==> config.mk <==
export PLATFORM = sky130hd
export DESIGN_NAME = mul_add_seq_flat
export DESIGN_NICKNAME = d
export VERILOG_FILES = /design/src/rtl/mul_pkg.sv /design/src/rtl/mul_add_seq_if.sv /design/src/rtl/add_2w.sv /design/src/rtl/mul_add_seq.sv /design/src/flat_wrapper.sv
export SDC_FILE = /design/constraint.sdc
export NUM_CORES = 1
export LEC_CHECK = 0
export CAP_MARGIN = 20
export CORE_UTILIZATION = 55
export CTS_CLUSTER_DIAMETER = 100
export DETAILED_ROUTE_END_ITERATION = 16
export GPL_TIMING_DRIVEN = 1
export PLACE_DENSITY = 0.84
export RECOVER_POWER = 100
export SKIP_CTS_REPAIR_TIMING = 1
export SLEW_MARGIN = 20
export SYNTH_ARGS = -nofsm -noshare
export SYNTH_HDL_FRONTEND = slang
export SYNTH_SLANG_ARGS = --single-unit
==> constraint.sdc <==
create_clock -name clk -period 4.71 [get_ports clk]
set_clock_uncertainty 0.05 [all_clocks]
set_input_delay 1.413 -clock clk [delete_from_list [all_inputs] [get_ports clk]]
set_output_delay 1.413 -clock clk [all_outputs]
set_load 0.01 [all_outputs]
==> src/rtl/mul_pkg.sv <==
// Shared multiplier/LCM package: FSM state encoding and default operand width.
package mul_pkg;
    localparam int WIDTH = 4;

    typedef enum logic [1:0] {
        IDLE = 2'd0,
        RUN  = 2'd1,
        DONE = 2'd2
    } state_t;
endpackage

==> src/rtl/mul_add_seq_if.sv <==
// Request/response bundle for the repeated-addition multiplier.
interface mul_add_seq_if #(parameter int WIDTH = mul_pkg::WIDTH);
    logic                 start;
    logic [WIDTH-1:0]     a;
    logic [WIDTH-1:0]     b;
    logic                 busy;
    logic                 done;
    logic [2*WIDTH-1:0]   product;

    modport master (output start, a, b, input busy, done, product);
    modport slave  (input start, a, b, output busy, done, product);
endinterface

==> src/rtl/add_2w.sv <==
// Combinational 2*WIDTH-bit unsigned adder, the additive twin of the GCD SUB block.
module add_2w #(parameter int WIDTH = 4) (
    input  logic [2*WIDTH-1:0] x,
    input  logic [2*WIDTH-1:0] y,
    output logic [2*WIDTH-1:0] sum
);
    assign sum = x + y;
endmodule

==> src/rtl/mul_add_seq.sv <==
// Sequential unsigned multiplier by repeated addition; feeds the LCM path.
// Optional MUL_SWAP_MIN_EN: iterate over min(a,b) instead of b.
module mul_add_seq
    import mul_pkg::*;
#(
    parameter int WIDTH = mul_pkg::WIDTH
) (
    input  logic         clk,
    input  logic         rst_n,
    mul_add_seq_if.slave bus
);
    state_t               state, state_n;
    logic [2*WIDTH-1:0]   acc, acc_n, sum;
    logic [WIDTH-1:0]     cnt, cnt_n;
    logic [WIDTH-1:0]     a_r, a_r_n;
    logic [2*WIDTH-1:0]   product, product_n;
    logic                 busy_q, done_q;

    add_2w #(.WIDTH(WIDTH)) u_add (
        .x   (acc),
        .y   ({{WIDTH{1'b0}}, a_r}),
        .sum (sum)
    );

    always_comb begin
        state_n   = state;
        acc_n     = acc;
        cnt_n     = cnt;
        a_r_n     = a_r;
        product_n = product;
        case (state)
            IDLE: begin
                if (bus.start) begin
`ifdef MUL_SWAP_MIN_EN
                    // Fewer iterations when the smaller operand drives the count.
                    if (bus.b > bus.a) begin
                        a_r_n = bus.b;
                        cnt_n = bus.a;
                    end else begin
                        a_r_n = bus.a;
                        cnt_n = bus.b;
                    end
`else
                    a_r_n = bus.a;
                    cnt_n = bus.b;
`endif
                    acc_n   = '0;
                    state_n = RUN;
                end
            end
            RUN: begin
                if (cnt != '0) begin
                    acc_n = sum;
                    cnt_n = cnt - WIDTH'(1);
                end else begin
                    product_n = acc;
                    state_n   = DONE;
                end
            end
            DONE:    state_n = IDLE;
            default: state_n = IDLE;
        endcase
    end

    // busy/done come from flops driven by next state, so no input-to-output path.
    always_ff @(posedge clk or negedge rst_n) begin
        if (!rst_n) begin
            state   <= IDLE;
            acc     <= '0;
            cnt     <= '0;
            a_r     <= '0;
            product <= '0;
            busy_q  <= 1'b0;
            done_q  <= 1'b0;
        end else begin
            state   <= state_n;
            acc     <= acc_n;
            cnt     <= cnt_n;
            a_r     <= a_r_n;
            product <= product_n;
            busy_q  <= (state_n != IDLE);
            done_q  <= (state_n == DONE);
        end
    end

    assign bus.busy    = busy_q;
    assign bus.done    = done_q;
    assign bus.product = product;
endmodule
==> src/flat_wrapper.sv <==
// flat-port wrapper written by rule: the top's interface ports become plain ports
module mul_add_seq_flat import mul_pkg::*;
#(
    parameter int WIDTH = mul_pkg::WIDTH
)
  (clk, rst_n, bus_start, bus_a, bus_b, bus_busy, bus_done, bus_product);
  mul_add_seq_if #(.WIDTH(WIDTH)) bus_i ();
  input  logic clk;
  input  logic rst_n;
  input wire logic [$bits(bus_i.start)-1:0] bus_start;
  input wire logic [$bits(bus_i.a)-1:0] bus_a;
  input wire logic [$bits(bus_i.b)-1:0] bus_b;
  output wire logic [$bits(bus_i.busy)-1:0] bus_busy;
  output wire logic [$bits(bus_i.done)-1:0] bus_done;
  output wire logic [$bits(bus_i.product)-1:0] bus_product;
  assign bus_i.start = bus_start;
  assign bus_i.a = bus_a;
  assign bus_i.b = bus_b;
  assign bus_busy = bus_i.busy;
  assign bus_done = bus_i.done;
  assign bus_product = bus_i.product;
  mul_add_seq #(.WIDTH(WIDTH)) u_core (.clk(clk), .rst_n(rst_n), .bus(bus_i));
endmodule
==> metrics.txt <==
Leak=0.795 nW; die area=2540 µm²; R2R depth=7; gpl congestion=0.845; post-DR vias/cell=roughly 5.6; H-Tree Depth=1; vias after detailed routing=1,013; worst hold path class=flop to flop; fin crit share=0.630; DRC=0; DIE WIDTH=50.4 µm; distinct cell type count after synthesis=31; slowest CP cell=nor3b_1; setup_tns=0 ns; worst endpoint required time=4.89 ns; status=complete, no violations; syn_area_per_cell=9.76 µm²; Post-synth EDFFs=0; Syn Inst Count=132; RR Endpoint=u_core.acc[5]; min cycle time layout=2.97 ns; fillers=182; hold path depth=2; Max clock buf depth=2; clk_lat worst skew=about 0.32 ns; Root Buffer=clkbuf_4; Synth top area share=0.544; area growth from synthesis to layout=19.3%; Most used DFF post-synth=dfrtp_1; share of cells above drive strength 1=0.0261; CP max FO=8; Port Buffers=20; TritonCTS Buffers=3; Seq cells post-synth=28; initial antenna violation count=0; Post-Syn Area=1290 µm²; Max-Cap Viols=0; Crit Path Class=input pin to flop; top-count cell post-synth=nand2_1; CP startpoint kind=input pin; R2R Path Start=u_core.cnt[0]; pwr dens=638 nW/µm²; largest net degree at the start of global routing=29; synthesized net count=about 150; top post-synthesis cells by area=dfrtp_1 (54%), nand2_1 (12%), ha_1 (4.9%); Worst Setup SP=bus_start; Final nets=172; Layout Cells excl Fill=~180; row cnt=17; register area share after synthesis=0.544; Synth Warn #=0; Largest stage delay, worst path=0.83 ns; CP bufs+invs=1; Crit. End Element=flop; Post-DP HPWL=about 1.8 mm; Fmax=337 MHz; Min-Delay Endpoint=u_core.bus.product[4]; relative slew slack=0.0446; CTS tree=yes; final core occ=0.695; leading area contributor after synthesis=dfrtp_1; RSZ-0062 raised after global routing=false; max-slew violation count=0; GRT Total Usage=0.223; Critical Path AT=3.14 ns; Initial Utilization=0.583; routed len/inst=12.9 µm; Die Ht=50.4 µm; initial DRC count=16; Setup Viol. Count Final=0; ANT cells=0; clock slew at reported path FFs=0.13 ns; Routed WL=2.34 mm; TritonRoute pass-1 iters=4; Top delay family on crit path=simple AND/OR/NAND/NOR gates; clock sink count=28; Final Hold Violating Endpoints=0; first-pass GRT wire length=approximately 4.2 mm; hold_sp=u_core.bus.product[4]; most instantiated cells after synthesis=nand2_1 (42), dfrtp_1 (28), a21oi_1 (6); Antenna Nets Post-Route=0; vias in the first global route=965; CP Cell Sequence=dlygate4sd3_1 > nor3b_1 > nor2_1 > a41o_1; core area=2210 µm²; I/O Pins=21; reg2reg setup slack=between 2 and 3 ns; dpl cells=between 150 and 200; peak supply drop=400 µV; FFs w/ async S/R, synth=1.00; Least-Margin Pin Slew=1.43 ns; total gr overflow=0
cells by family (layout without fill, tap and decap cells):
logic type / Yosys count / in the layout / synth area share
AOI/OAI and AO/OA: 28 / 28 / 0.147
xor gates and xnor gates: 2 / 2 / 0.0136
adders and majority gates: 6 / 6 / 0.0641
buffers and inverters: 9 / 30 / 0.0272
DFF: 28 / 28 / 0.544
muxes: 1 / 1 / 0.00777
and+or+nand+nor: 58 / 58 / 0.197
worst max path at each step:
stage                       endpoint  slack, ns  depth (start not counted)
4_1_cts                u_core.acc[5]       1.84                          4
5_1_grt        u_core.bus.product[5]       1.51                          2
3_3_place_gp           u_core.acc[5]       1.55                          4
3_5_place_dp           u_core.acc[5]       1.49                          4
2_1_floorplan          u_core.acc[5]       2.25                          5
6_report               u_core.acc[5]       1.74                          4
per-layer routing:
metal / track usage / vias to the layer above / share of wire
met4: 0.0417 / 0 / 0.0098
met1: 0.291 / 470 / 0.44
met5: 0 / - / 0
met3: 0.0758 / 4 / 0.064
li1: - / 501 / -
met2: 0.364 / 38 / 0.48
final cells by class:
type / count / area (µm²) / area share
repair buffers: 21 / 204 / 0.133
well taps: 28 / 35.0 / 0.0228
clock buffers: 3 / 22.5 / 0.0146
multi-input cells: 95 / 553 / 0.360
inverters: 6 / 22.5 / 0.0146
flip-flops and latches: 28 / 701 / 0.456
worst register-to-register path: stages (launching register included):
cell	delay, ns
dfrtp_1	0.42
inv_1	0.08
ha_1	0.17
nor3b_1	0.37
a21o_1	0.43
inv_1	0.19
a31oi_1	0.22
a41o_1	0.12
metrics by stage:
step | power [mW] | area, µm² | hold WS (ns) | worst slack, ns
6_report | 0.981 | 1540 | 0.429 | 1.74
5_1_grt | 1.08 | 1540 | 0.460 | 1.51
4_1_cts | 0.998 | 1540 | 0.443 | 1.84
3_5_place_dp | 0.906 | 1520 | 0.413 | 1.49
3_3_place_gp | 0.875 | 1520 | 0.407 | 1.55
2_1_floorplan | 0.748 | 1290 | 0.402 | 2.25
cells in the final DEF, fill, tap and decap left out, drive strengths merged, types with 2 or more instances in the layout:
| cell type | instances |
|---|---|
| clkbuf | 4 |
| dfrtp | 28 |
| a21oi | 6 |
| clkdlybuf4s50 | 8 |
| nand2 | 42 |
| nor2 | 4 |
| a211oi | 4 |
| o21ai | 5 |
| inv | 5 |
| a21o | 3 |
| o21bai | 2 |
| nand2b | 2 |
| xor2 | 2 |
| a22o | 3 |
| dlygate4sd3 | 12 |
| ha | 5 |
| nor3b | 3 |
power breakdown:
group / switching (mW) / internal (mW) / leakage (nW)
sequential: 0.0765 / 0.342 / 0.355
combinational: 0.259 / 0.211 / 0.427
clock: 0.0621 / 0.0300 / 0.0138
total: 0.397 / 0.584 / 0.795
sequential cells by signal, summed over array words and instances (netlist names):
| name | flops |
|---|---|
| u_core.acc | 8 |
| u_core.bus.product | 8 |
| u_core.a_r | 4 |
| u_core.cnt | 4 |
| u_core.state | 2 |
| u_core.bus.busy | 1 |
| u_core.bus.done | 1 |
No activity file was read; power rests on OpenSTA's default activity.
